--- src/rtl/alien_depth_sorter_if.sv ---
// Bus bundle between the frame-data source, the depth sorter and the renderer.
//   frame_start  : one-cycle sort request (vblank start)
//   obj_active   : per-object active bits
//   obj_r        : packed distances, object k at [k*R_BITS +: R_BITS]
//   obj_quadrant : packed quadrants, object k at [k*2 +: 2]
//   busy         : sort in progress
//   done         : one-cycle pulse when a new list is published
//   list_valid   : a list has been published since reset
//   order_count  : number of entries in the published list
//   order_idx    : published list, slot s at [s*IDX_W +: IDX_W], slot 0 nearest
interface alien_depth_sorter_if #(
    parameter int unsigned OBJ_LIMIT = 16,
    parameter int unsigned R_BITS    = 4
);
    localparam int unsigned IDX_W = $clog2(OBJ_LIMIT);
    localparam int unsigned CNT_W = $clog2(OBJ_LIMIT + 1);

    logic                         frame_start;
    logic [OBJ_LIMIT-1:0]         obj_active;
    logic [OBJ_LIMIT*R_BITS-1:0]  obj_r;
    logic [OBJ_LIMIT*2-1:0]       obj_quadrant;
    logic                         busy;
    logic                         done;
    logic                         list_valid;
    logic [CNT_W-1:0]             order_count;
    logic [OBJ_LIMIT*IDX_W-1:0]   order_idx;

    modport master (
        output frame_start, obj_active, obj_r, obj_quadrant,
        input  busy, done, list_valid, order_count, order_idx
    );

    modport slave (
        input  frame_start, obj_active, obj_r, obj_quadrant,
        output busy, done, list_valid, order_count, order_idx
    );
endinterface

--- src/rtl/alien_depth_sorter.sv ---
// Per-frame counting sort of this quadrant's aliens, nearest-first by distance,
// ties to the lower object index. The list is published atomically at COMMIT.
//   clk : pixel clock
//   rst : asynchronous active-low reset
//   bus : alien_depth_sorter_if slave (request/table in, ordered list out)
module alien_depth_sorter #(
    parameter int unsigned OBJ_LIMIT = 16,
    parameter int unsigned QUADRANT  = 0,
    parameter int unsigned R_BITS    = 4
) (
    input  logic                 clk,
    input  logic                 rst,
    alien_depth_sorter_if.slave  bus
);
    localparam int unsigned IDX_W    = $clog2(OBJ_LIMIT);
    localparam int unsigned CNT_W    = $clog2(OBJ_LIMIT + 1);
    localparam int unsigned NB       = 1 << R_BITS;
    localparam int unsigned STEP_MAX = (OBJ_LIMIT > NB) ? OBJ_LIMIT : NB;
    localparam int unsigned STEP_W   = $clog2(STEP_MAX);

    typedef enum logic [2:0] {S_IDLE, S_COUNT, S_PREFIX, S_PLACE, S_COMMIT} state_t;

    state_t                      r_state;
    state_t                      w_state_nxt;
    logic [STEP_W-1:0]           r_step;
    logic                        w_start;

    logic [OBJ_LIMIT-1:0]        r_snap_act;
    logic [OBJ_LIMIT*R_BITS-1:0] r_snap_r;
    logic [OBJ_LIMIT*2-1:0]      r_snap_q;
    logic [CNT_W-1:0]            r_hist   [NB];
    logic [CNT_W-1:0]            r_base   [NB];
    logic [IDX_W-1:0]            r_shadow [OBJ_LIMIT];
    logic [CNT_W-1:0]            r_sum;

    logic                        r_busy;
    logic                        r_done;
    logic                        r_list_valid;
    logic [CNT_W-1:0]            r_order_count;
    logic [OBJ_LIMIT*IDX_W-1:0]  r_order_idx;

    logic [IDX_W-1:0]            w_idx;
    logic [R_BITS-1:0]           w_bkt;
    logic [R_BITS-1:0]           w_obj_r;
    logic                        w_elig;
    logic                        w_last_obj;
    logic                        w_last_bkt;

    // Scan pointer doubles as object index (COUNT/PLACE) and bucket index (PREFIX).
    assign w_idx      = IDX_W'(r_step);
    assign w_bkt      = R_BITS'(r_step);
    assign w_obj_r    = r_snap_r[int'(w_idx)*R_BITS +: R_BITS];
    assign w_elig     = r_snap_act[w_idx] && (r_snap_q[int'(w_idx)*2 +: 2] == 2'(QUADRANT));
    assign w_last_obj = (r_step == STEP_W'(OBJ_LIMIT - 1));
    assign w_last_bkt = (r_step == STEP_W'(NB - 1));

    // Next-state logic; requests outside IDLE are dropped, not queued.
    always_comb begin
        w_state_nxt = r_state;
        w_start     = 1'b0;
        unique case (r_state)
            S_IDLE: begin
                if (bus.frame_start) begin
                    w_start     = 1'b1;
                    w_state_nxt = S_COUNT;
                end
            end
            S_COUNT:  if (w_last_obj) w_state_nxt = S_PREFIX;
            S_PREFIX: if (w_last_bkt) w_state_nxt = S_PLACE;
            S_PLACE:  if (w_last_obj) w_state_nxt = S_COMMIT;
            S_COMMIT: w_state_nxt = S_IDLE;
            default:  w_state_nxt = S_IDLE;
        endcase
    end

    // State register and phase step counter (restarts on every phase change).
    always_ff @(posedge clk or negedge rst) begin
        if (!rst) begin
            r_state <= S_IDLE;
            r_step  <= '0;
        end else begin
            r_state <= w_state_nxt;
            r_step  <= (w_state_nxt != r_state) ? '0 : r_step + STEP_W'(1);
        end
    end

    // Snapshot, histogram, prefix, placement and publish datapath.
    always_ff @(posedge clk or negedge rst) begin
        if (!rst) begin
            r_snap_act    <= '0;
            r_snap_r      <= '0;
            r_snap_q      <= '0;
            r_sum         <= '0;
            r_busy        <= 1'b0;
            r_done        <= 1'b0;
            r_list_valid  <= 1'b0;
            r_order_count <= '0;
            r_order_idx   <= '0;
            for (int b = 0; b < int'(NB); b++) begin
                r_hist[b] <= '0;
                r_base[b] <= '0;
            end
            for (int s = 0; s < int'(OBJ_LIMIT); s++) r_shadow[s] <= '0;
        end else begin
            r_done <= 1'b0;
            unique case (r_state)
                S_IDLE: begin
                    if (w_start) begin
                        r_snap_act <= bus.obj_active;
                        r_snap_r   <= bus.obj_r;
                        r_snap_q   <= bus.obj_quadrant;
                        r_sum      <= '0;
                        r_busy     <= 1'b1;
                        for (int b = 0; b < int'(NB); b++) r_hist[b] <= '0;
                    end
                end
                S_COUNT: begin
                    if (w_elig) r_hist[w_obj_r] <= r_hist[w_obj_r] + CNT_W'(1);
                end
                S_PREFIX: begin
                    // Exclusive prefix: bucket start slot, then accumulate.
                    r_base[w_bkt] <= r_sum;
                    r_sum         <= r_sum + r_hist[w_bkt];
                end
                S_PLACE: begin
                    if (w_elig) begin
                        r_shadow[IDX_W'(r_base[w_obj_r])] <= w_idx;
                        r_base[w_obj_r] <= r_base[w_obj_r] + CNT_W'(1);
                    end
                end
                S_COMMIT: begin
                    // Stale shadow entries beyond the count are zeroed on publish.
                    for (int s = 0; s < int'(OBJ_LIMIT); s++)
                        r_order_idx[s*IDX_W +: IDX_W] <= (CNT_W'(s) < r_sum) ? r_shadow[s] : '0;
                    r_order_count <= r_sum;
                    r_list_valid  <= 1'b1;
                    r_done        <= 1'b1;
                    r_busy        <= 1'b0;
                end
                default: ;
            endcase
        end
    end

    assign bus.busy        = r_busy;
    assign bus.done        = r_done;
    assign bus.list_valid  = r_list_valid;
    assign bus.order_count = r_order_count;
    assign bus.order_idx   = r_order_idx;
endmodule

--- src/flat_wrapper.sv ---
// flat-port wrapper written by rule: the top's interface ports become plain ports
module alien_depth_sorter_flat 
#(
    parameter int unsigned OBJ_LIMIT = 16,
    parameter int unsigned QUADRANT  = 0,
    parameter int unsigned R_BITS    = 4
)
  (clk, rst, bus_frame_start, bus_obj_active, bus_obj_r, bus_obj_quadrant, bus_busy, bus_done, bus_list_valid, bus_order_count, bus_order_idx);
  alien_depth_sorter_if #(.OBJ_LIMIT(OBJ_LIMIT), .R_BITS(R_BITS)) bus_i ();
  input  logic clk;
  input  logic rst;
  input wire logic [$bits(bus_i.frame_start)-1:0] bus_frame_start;
  input wire logic [$bits(bus_i.obj_active)-1:0] bus_obj_active;
  input wire logic [$bits(bus_i.obj_r)-1:0] bus_obj_r;
  input wire logic [$bits(bus_i.obj_quadrant)-1:0] bus_obj_quadrant;
  output wire logic [$bits(bus_i.busy)-1:0] bus_busy;
  output wire logic [$bits(bus_i.done)-1:0] bus_done;
  output wire logic [$bits(bus_i.list_valid)-1:0] bus_list_valid;
  output wire logic [$bits(bus_i.order_count)-1:0] bus_order_count;
  output wire logic [$bits(bus_i.order_idx)-1:0] bus_order_idx;
  assign bus_i.frame_start = bus_frame_start;
  assign bus_i.obj_active = bus_obj_active;
  assign bus_i.obj_r = bus_obj_r;
  assign bus_i.obj_quadrant = bus_obj_quadrant;
  assign bus_busy = bus_i.busy;
  assign bus_done = bus_i.done;
  assign bus_list_valid = bus_i.list_valid;
  assign bus_order_count = bus_i.order_count;
  assign bus_order_idx = bus_i.order_idx;
  alien_depth_sorter #(.OBJ_LIMIT(OBJ_LIMIT), .QUADRANT(QUADRANT), .R_BITS(R_BITS)) u_core (.clk(clk), .rst(rst), .bus(bus_i));
endmodule
--- config.mk ---
export PLATFORM = sky130hd
export DESIGN_NAME = alien_depth_sorter_flat
export DESIGN_NICKNAME = d
export VERILOG_FILES = /design/src/rtl/alien_depth_sorter_if.sv /design/src/rtl/alien_depth_sorter.sv /design/src/flat_wrapper.sv
export SDC_FILE = /design/constraint.sdc
export NUM_CORES = 1
export LEC_CHECK = 0
export ABC_CLOCK_PERIOD_IN_PS = 7000
export BUFFER_PORTS_ARGS = -buffer_cell sky130_fd_sc_hd__buf_2
export CAP_MARGIN = 20
export CORE_AREA = 2 2 179 181
export DETAILED_ROUTE_END_ITERATION = 8
export DIE_AREA = 0 0 181 183
export PLACE_DENSITY_LB_ADDON = 0.05
export SYNTH_ARGS = -nofsm -noshare
export SYNTH_HDL_FRONTEND = slang
export SYNTH_SLANG_ARGS = --single-unit
--- constraint.sdc ---
create_clock -name clk -period 7 [get_ports clk]
set_clock_uncertainty 0.2 [all_clocks]
set_input_delay 1.05 -clock clk [delete_from_list [all_inputs] [get_ports clk]]
set_output_delay 1.05 -clock clk [all_outputs]
set_load 0.01 [all_outputs]
* Word level (Yosys, flattened, before mapping)
Index checks and enable logic that the tools add are counted.
** Storage, ports and cells
- Register bits :: 420
- Output and inout bits :: 72
- Logic and storage cells :: 171
- Input port bits :: 115
** Operators by class
- Magnitude comparators :: 23
- Eq/ne operators :: 9
- Multiplexer cells :: 55
- Bitwise gates (word level) :: 3
- Reductions and logical operators :: 16
- Shifts and indexed selects :: 2
- Add/subtract/negate cells :: 4
** Operators with widths (number)
- case mux 80 bit (2 select lines) :: 2
- bitwise mux 80 bit :: 3
- two-way mux 80 bit :: 3
- two-way mux 4 bit :: 18
- bitwise mux 64 bit :: 1
- variable part select 64 x 7 -> 4 bit :: 1
- binary-select mux 5 bit (select 4 bit) :: 3
- two-way mux 5 bit :: 9
- demux 5 bit (select 4 bit) :: 2
- < comparator 4 x 5 -> 1 bit, first input constant :: 8
- variable part select 32 x 6 -> 2 bit :: 1
- < comparator 3 x 5 -> 1 bit, first input constant :: 4
- demux 4 bit (select 4 bit) :: 1
- >= comparator 5 bit, second input constant :: 3
- < comparator 5 x 1 -> 1 bit, second input constant :: 3
- NOT 4 -> 5 bit :: 3
- two-way mux 3 bit :: 4
- case mux 3 bit (4 select lines) :: 1
- adder 5 x 1 -> 5 bit, second input constant :: 2
- < comparator 1 x 5 -> 1 bit, first input constant :: 2
- < comparator 2 x 5 -> 1 bit, first input constant :: 2
- case mux 5 bit (2 select lines) :: 1
- AND reduction 2 bit :: 5
- nonzero test 2 bit :: 4
- other kinds (16) :: 26

* Longest topological paths before layout
Gate-level depths: netlist (run 1).
- Depth after elaboration :: 11
- Mapped depth :: 20
- Gate-level depth less buffers :: 14

* Worst setup path before layout (run 1)
OpenSTA, ideal clock, no wires.
- Kind :: register to register
- From :: register u_core.r_step[0]
- To :: register u_core.r_sum[4]
- Data required time :: 6.717 ns
- Buffers on the path :: 5
- Period minus slack after synthesis :: 4.483 ns
- Library setup time :: 0.083 ns
- Data arrival time :: 4.200 ns
- Path slack :: 2.517 ns
- Cell stages (with the launch flop) :: 15
- Cells stage by stage :: dfrtp_1 -> buf_4 -> buf_2 -> buf_2 -> buf_2 -> buf_1 -> mux4_2 -> mux4_2 -> ha_1 -> fa_1 -> a21o_1 -> a21oi_1 -> xor2_1 -> or3_1 -> o21ai_0
** On the way
- Word-level cells in the longest chain between the ends :: 6
** RTL lines
- start: declaration :: line alien_depth_sorter.sv:25 : logic [STEP_W-1:0] r_step;
- start signal: assignment :: line alien_depth_sorter.sv:83 : r_step <= (w_state_nxt != r_state) ? '0 : r_step + STEP_W'(1);
- NOT 4 -> 5 bit (implied by the code) :: line alien_depth_sorter.sv:123 : r_sum <= r_sum + r_hist[w_bkt];
- binary-select mux 5 bit (select 4 bit) :: line alien_depth_sorter.sv:123
- two-way mux 5 bit (implied by the code) (2 in a row) :: line alien_depth_sorter.sv:123
- adder 5 bit :: line alien_depth_sorter.sv:123
- case mux 5 bit (2 select lines) :: line alien_depth_sorter.sv:106 : unique case (r_state)
- end signal: assignment :: line alien_depth_sorter.sv:123
- end: declaration :: line alien_depth_sorter.sv:34 : logic [CNT_W-1:0] r_sum;
No other way between the ends. The select of a mux whose other input is x is not followed.
A chain may end at the register's enable or synchronous reset.

* Worst setup path after layout (run 1)
- From :: register u_core.r_step[2]
- To :: register u_core.r_shadow[37] in the netlist's numbering
** On the way
- Word-level cells in the longest chain between the ends :: 11
- Elaborated cells between the ends (all ways) :: 18
- Those cells by class :: order compare (2); shift (2); mux (8); bitwise (2); reduce/logical (4)
** RTL lines
- variable part select 64 x 7 -> 4 bit :: line alien_depth_sorter.sv:52 : assign w_obj_r = r_snap_r[int'(w_idx)*R_BITS +: R_BITS];
- NOT 4 -> 5 bit (implied by the code) :: line alien_depth_sorter.sv:127 : r_shadow[IDX_W'(r_base[w_obj_r])] <= w_idx;
- binary-select mux 5 bit (select 4 bit) :: line alien_depth_sorter.sv:127
- two-way mux 5 bit
- two-way mux 5 bit (implied by the code) :: line alien_depth_sorter.sv:127
- NOT 4 -> 5 bit (implied by the code) :: line alien_depth_sorter.sv:127
- >= comparator 5 bit (implied by the code) / < comparator 5 x 1 -> 1 bit (equally long branches) :: line alien_depth_sorter.sv:127
- logical AND 1 bit (implied by the code) :: line alien_depth_sorter.sv:127
- two-way mux 4 bit (implied by the code) :: line alien_depth_sorter.sv:127
- demux 4 bit (select 4 bit) :: line alien_depth_sorter.sv:127
- bitwise mux 64 bit :: line alien_depth_sorter.sv:127
- end signal: indexed assignment :: line alien_depth_sorter.sv:127
- end: declaration :: line alien_depth_sorter.sv:33 : logic [IDX_W-1:0] r_shadow [OBJ_LIMIT];
Several ways; a longest one is shown, not always the timed one. The select of a mux whose other input is x is not followed.

==> results of run 1 <==
## cell families after synthesis
group	Yosys count	synth area share (%)
flip-flops	404	51.2
adder cells (fa/ha/maj)	14	0.926
multiplexers	122	9.73
XOR/XNOR	11	0.621
AO/OA/AOI/OAI	422	14.1
AND/OR/NAND/NOR	896	19.6
buffers and inverters	161	3.88
## power by group through the flow
stage	clock, mW	combinational (mW)	sequential [mW]
after global routing	2.45	6.64	3.77
after detailed placement	0	5.99	3.70
final	2.33	6.21	3.70
after floorplan	0	4.42	3.31
after global placement	0	5.85	3.68
after CTS	2.36	6.03	3.67
## sequential cells by signal, indices dropped and copies added, names as in the netlist, 4 cells and up
name,count
u_core.r_hist,80
u_core.bus.order_idx,64
u_core.r_base,64
u_core.r_shadow,64
u_core.r_snap_r,64
u_core.r_snap_q,32
u_core.r_snap_act,16
u_core.bus.order_count,5
u_core.r_sum,5
u_core.r_step,4
## layout make-up
cell class,count,area share [%]
diodes,2,0.0225
clock buffers,63,5.85
clock inverters,15,0.747
inverters,27,0.455
multi-input cells,1465,39.8
flip-flops and latches,404,45.4
well taps,402,2.26
repair buffers,216,5.48
## routing by layer
metal / routed length, µm / share of wire [%] / track usage (%)
met1: 23100 / 42 / 47.7
met2: 25900 / 47 / 54.5
met3: 4630 / 8.4 / 5.50
met4: 1630 / 2.9 / 10.9
met5: 0 / 0 / 0
## placed cells by master (no fill, tap or decap), drive strengths merged, types with 4 or more instances in the layout
master  instances
a211oi          5
a21o            6
a21oi          49
a22o           45
a22oi          17
a31oi          14
a32oi          18
and3           16
buf           216
clkbuf         63
clkinv         10
dfrtp         404
ha             13
inv            27
mux2           60
mux2i          17
mux4           45
nand2         631
nand2b         15
nand3         109
nor2           70
nor2b           7
nor3           22
nor4            4
o211ai         11
o21a            9
o21ai         195
o221ai          9
o22a           13
o22ai           5
o31ai          10
or2             7
xnor2           5
xor2            6
## how the worst max path moves through the flow
stage | cells past startpoint | endpoint | slack (ns)
finish | 13 | u_core.r_shadow[37] | 1.78
global route | 13 | u_core.r_shadow[36] | 1.50
CTS | 13 | u_core.r_shadow[37] | 1.84
detailed placement | 13 | u_core.r_shadow[37] | 1.87
floorplan | 14 | u_core.r_sum[4] | 2.52
global placement | 10 | u_core.r_hist[6] | 1.78
## critical path: stages (launching register included)
cell      delay [ns]
dfrtp_1         0.99
inv_1           0.43
nand3_2         0.23
nand4_4         0.50
a31oi_1         0.35
nand2_1         0.10
a32oi_2         0.27
o211ai_4        0.19
inv_1           0.51
ha_1            0.26
inv_1           0.07
nor2_1          0.29
and3_1          0.31
mux2_2          0.36
## metrics by stage
stage | worst slack [ns] | utilization (%) | cell area, µm²
after floorplan | 2.52 | - | 19700
after global placement | 1.78 | 66.5 | 20800
after detailed placement | 1.87 | 66.5 | 20800
after CTS | 1.84 | 71.2 | 22200
after global routing | 1.50 | 71.4 | 22300
final | 1.78 | 71.4 | 22300
==> results.md, run 1 <==
- Status: complete, no violations
- Hold EP: u_core.bus.list_valid
- Grt ovf: 0
- Hold-fix buffers, CTS: 0
- Top cells by area, synth: dfrtp_1 51%, nand2_1 12%, mux4_2 5.1%, o21ai_0 4.3%, nand3_1 2.6%
- Hold Path Stages: 1
- Synth Cell Area: 19700 µm²
- Critical Path RT: 7.22 ns
- Area leader, netlist: dfrtp_1
- Share of the synthesized area in the top cell type: 51.2%
- Initial core utilization: 63.2%
- Largest net degree at the start of global routing: 170
- Synth warn: 0
- FF-to-FF End: u_core.r_shadow[37]
- Hold crit path type: reg2reg
- Full die area: 33100 µm²
- Post-CTS setup buffer count: 0
- First-pass GRT wire length: 89000 µm
- Worst Hold Launch: u_core.bus.list_valid
- Reg power frac: 30.2%
- Final Max Tran Viols: 0
- Fraction of registers with async set or reset after synthesis: 100%
- Total CTS buffers: 44
- Setup TNS: 0 ns
- MaxCap Viol Count: 0
- Post-synth EDFFs: 0
- DRT Wirelength: 55200 µm
- Core box area: 31200 µm²
- Net Sw Power: 5.82 mW
- Clk buf depth: 3
- Primary FF master, synth: dfrtp_1
- Width of the die: 181 µm
- Clock Latency Late Sink: around 0.54 ns
- Slew margin rel.: 29.9%
- I/O Buffers: 186
- Startpoint Class: flop
- Syn_nets: 2159
- Seq/Total Area, Yosys: 51.2%
- Final HPWL DP: 37300 µm
- Final worst path period need: 5.22 ns
- Layout filler cell count: 2416
- Die Span Y: 183 µm
- GRT Util Overall: 33.8%
- Via Count: 16200
- Worst vdd ir: 0.329 mV
- Syn Area/Cell: about 9.7 µm²
- Crit end category: flop
- GP Congestion: approximately 0.94
- DR WL/cell: ~21 µm
- Hold WS: about 0.26 ns
- Number of global-route vias before repair: about 16000
- CTS tree: built
- Routed vias/inst: 6.26
- Seq. cell area: between 10000 and 15000 µm²
- Critical Path Source: u_core.r_step[2]
- Final setup viols: 0
- Routed Antenna Nets: 0
- Synthesized instance count: 2030
- Clock Root Buffer: clkbuf_16
- Tcrit/Tclk final: 74.6%
- Hold Violations, Final: 0
- Worst Tran Pin Value: 1.05 ns
- Reg2reg start: u_core.r_step[2]
- Worst reg2reg setup slack: roughly 1.8 ns
- Initial antenna violation count: 2
- Post-CTS sizing: 0
- Share of cells above drive strength 1: about a fifth
- Leakage power: about 11 nW
- PD cells: 549 nW/µm²
- Drt first-iter violations: 1647
- Top Ports: between 150 and 200
- Site Rows: 65
- Comb power frac: 50.7%
- Worst R2R Path Depth: 13
- Crit path arrival time: 5.44 ns
- Htree depth: 2
- Sw Ratio: 47.6%
- Placed insts: 2511
- Final Non-Filler Cells: 2594
- First-pass DRT Iterations: 6
- Nets@finish: between 2000 and 2500
- Final Power: between 10 and 15 mW
- Clock sinks: 404
- Post-synth cell types: 75
- Clock power frac: 19.1%
- Fmax: 0.191 GHz
- DRC errors left: 0
- Clock Pin Slew Worst Setup and Hold Paths: about 0.060 ns
- Count leader, synth: nand2_1
- Area delta synth->final: 13.0%
- RSZ-0062 raised after global routing: false
- Commonest cells in the netlist: 625 x nand2_1, 404 x dfrtp_1, 168 x o21ai_0
- Kind of critical path: reg2reg
- Internal: 6.41 mW
- FF+latch count, synth: slightly above 400
- Area of the multi-input gates: 8870 µm²
- CP Max Fanout: 33
No activity file was read; power rests on OpenSTA's default activity.
==> inputs of run 2 (changes only) <==
--- a/config.mk
+++ b/config.mk
@@ -5,12 +5,13 @@
 export SDC_FILE = /design/constraint.sdc
 export NUM_CORES = 1
 export LEC_CHECK = 0
-export ABC_CLOCK_PERIOD_IN_PS = 7000
+export ABC_AREA = 1
+export ABC_CLOCK_PERIOD_IN_PS = 4500
 export BUFFER_PORTS_ARGS = -buffer_cell sky130_fd_sc_hd__buf_2
 export CAP_MARGIN = 20
-export CORE_AREA = 2 2 179 181
+export CORE_AREA = 2 2 197 199
 export DETAILED_ROUTE_END_ITERATION = 8
-export DIE_AREA = 0 0 181 183
+export DIE_AREA = 0 0 199 201
 export PLACE_DENSITY_LB_ADDON = 0.05
 export SYNTH_ARGS = -nofsm -noshare
 export SYNTH_HDL_FRONTEND = slang
==> constraint.sdc (replaced) <==
create_clock -name clk -period 4.5 [get_ports clk]
set_clock_uncertainty 0.2 [all_clocks]
set_input_delay 0.675 -clock clk [delete_from_list [all_inputs] [get_ports clk]]
set_output_delay 0.675 -clock clk [all_outputs]
set_load 0.01 [all_outputs]
==> results.md, run 2 <==
- PD cells: between 300 and 400 nW/µm²
- Crit end category: flop
- DRC errors left: 0
- Startpoint Class: flop
- Syn_nets: 2834
- MaxCap Viol Count: 0
- Worst vdd ir: roughly 0.26 mV
- DR WL/cell: ~18 µm
- Primary FF master, synth: dfrtp_1
- Commonest non-fill, non-tap cell in the layout: nand2_1
- Hold crit path type: in2reg
- Post-synth EDFFs: 0
- Final HPWL DP: 42600 µm
- # diodes: 0
- Largest register FFs: 80
- Initial antenna violation count: 0
- Share of cells above drive strength 1: 12.4%
- First-pass DRT Iterations: 6
- Share of the synthesized area in the top cell type: 50.0%
- Synth warn: 0
- Synth Cell Area: about 20000 µm²
- Most flops, register: u_core.r_hist
- RSZ-0062 raised after global routing: false
- Core box area: around 38000 µm²
- Via Count: approximately 19000
- FF+latch count, synth: 404
- Status: complete, no violations
- Grt ovf: 0
- Clock Latency Late Sink: ~0.60 ns
- Global-route track usage on met2: 48.9%
- Met3 Use GR: 5.71%
- Final worst path period need: between 4 and 5 ns
- GRT Util Overall: 31.6%
- Area delta synth->final: 14.5%
- Commonest cells in the netlist: 1036 x nand2_1, 404 x dfrtp_1, 257 x o21ai_0
- Most frequent cells in the layout: 1035 x nand2_1, 403 x dfrtp_1, 257 x o21ai_0
- Setup TNS: 0 ns
- Area leader, netlist: dfrtp_1
- Htree depth: 2
- Full die area: approximately 40000 µm²
- Number of global-route vias before repair: 18300
- Nets@finish: 2997
- Post-synthesis compound-gate area fraction: 13.0%
- Largest family of logic cells by synthesized area: simple AND/OR/NAND/NOR gates
- Largest net degree at the start of global routing: around 100
- Met1 Use GR: 45.0%
- Critical Path RT: 4.78 ns
- Mux contribution to synthesized area: 0%
- Drt first-iter violations: 1673
- CTS tree: built
- Clock Pin Slew Worst Setup and Hold Paths: about 0.060 ns
- Crit path arrival time: 4.50 ns
- Placed insts: around 3300
- Routed Antenna Nets: 0
- Final Non-Filler Cells: 3418
- Count leader, synth: nand2_1
- Top cells by area, synth: dfrtp_1 50%, nand2_1 19%, o21ai_0 6.4%, nor2_1 4.1%, inv_1 3.7%
- Fraction of registers with async set or reset after synthesis: between 90% and 100%
- Syn Area/Cell: 7.47 µm²
- Simple-gate area share of the yosys netlist: roughly 29%
- First-pass GRT wire length: 99400 µm
- Clock sinks: a little over 400
- Clk buf depth: 3
- Die Span Y: 201 µm
- Total CTS buffers: 45
- Worst Tran Pin Value: about 1.0 ns
- Width of the die: 199 µm
- Kind of critical path: reg2reg
- DRT Wirelength: 61500 µm
- Hold Violations, Final: 0
- Slew margin rel.: 30.2%
- Busiest grt layer: met2
- Final Max Tran Viols: 0
- Initial core utilization: 53.0%
- Synthesized instance count: 2705
- Fmax: approximately 0.24 GHz
- I/O Buffers: 186
- Tcrit/Tclk final: 93.7%
- XOR/XNOR Fraction of Synth Area: 0.390%
- Post-synth cell types: 41
- Post-CTS setup buffer count: 0
- Leakage power: 12.2 nW
- Post-synthesis adder-cell area fraction: less than 1%
- GP Congestion: 0.943
- Top Ports: ~190
- Site Rows: 72
- CP Max Fanout: 66
- Routed vias/inst: 5.51
- Final setup viols: 0
- Clock Root Buffer: clkbuf_16
- Seq/Total Area, Yosys: between 50 and 60%
## run 2: cell types whose count changed after synthesis, sizes merged, moves of 18 or more
| cell | delta |
|---|---|
| inv | +185 |
| nor2 | +175 |
| o21ai | +114 |
| mux4 | -45 |
| nand3 | +26 |
| a32oi | -18 |
| mux2 | -60 |
| o22ai | +27 |
| a22o | -45 |
| nand2 | +416 |
| a21oi | +66 |
## run 2: cell type report
cell class                      instances  area (µm²)
Fill cell                            3600       15000
Clock buffer                           60        1240
Timing Repair Buffer                  233        1400
Multi-Input combinational cell       1969        8750
Inverter                              215         811
Tap cell                              518         648
Clock inverter                         19         183
Sequential cell                       404       10100
## run 2: final timing paths
check / startpoint / to / slack (ns) / cells past startpoint
worst max-delay path: u_core.r_step[3] / u_core.r_hist[16] / 0.28 / 17
max in group asynchronous: rst / u_core.r_snap_q[16] / 2.55 / 3
min in group asynchronous: rst / u_core.bus.order_idx[48] / 0.53 / 2
worst max register to register: u_core.r_step[3] / u_core.r_hist[16] / 0.28 / 17
worst min-delay path: bus_obj_quadrant[7] / u_core.r_snap_q[7] / 0.07 / 3
worst min register to register: u_core.bus.order_idx[43] / u_core.bus.order_idx[43] / 0.27 / 2
## run 2: logic make-up after synthesis
kind of cell               count (synthesis)
AOI/OAI and AO/OA                        497
xor gates and xnor gates                   6
adders and majority gates                 14
buffers and inverters                    332
DFF                                      404
and+or+nand+nor                         1452
## run 2: stage by stage
step           instance area, µm²  util [%]  worst slack, ns  total power, mW  hold WS, ns
6_report                    23100      60.7            0.284             7.51       0.0684
5_1_grt                     23100      60.7           0.0525             7.75       0.0585
4_1_cts                     23100      60.7            0.358             7.57       0.0459
3_5_place_dp                21700      57.0            0.388             3.97        0.260
3_3_place_gp                21700      56.9            0.413             3.96        0.250
2_1_floorplan               20200         -            0.942             3.80        0.179
## run 2: power by group
| group | leakage, nW | internal [mW] | switching (mW) |
|---|---|---|---|
| sequential | 5.11 | 3.64 | 0 |
| clock | 0.704 | 2.06 | 1.55 |
| combinational | 6.44 | 0.0769 | 0.180 |
| total | 12.2 | 5.78 | 1.73 |
## run 2: layer usage
layer / wire (µm) / vias up
met5: 0 / -
met4: 1920 / 0
met3: 4910 / 131
met2: 28100 / 818
met1: 26500 / 8920
li1: - / 8973
## run 2: repair_timing
action                                  4_1_cts  5_1_grt
endpoints found under the hold margin        94        0
resized for setup                             0        2
endpoints found under the setup margin        0        8
hold buffers                                  1        0
## run 2: critical path: stages, from the launching register on
cell and delay (ns):
dfrtp_1 0.45, inv_2 0.36, nor2_2 0.22, nand2_1 0.14, nand2_2 0.09, nor2_4 0.13
buf_12 0.28, buf_4 0.32, a21oi_1 0.10, o21ai_0 0.41, nand2_1 0.12, nand2_1 0.13
nor2_4 0.04, ha_1 0.30, inv_1 0.06, nor2_1 0.13, inv_1 0.22, o31ai_1 0.33
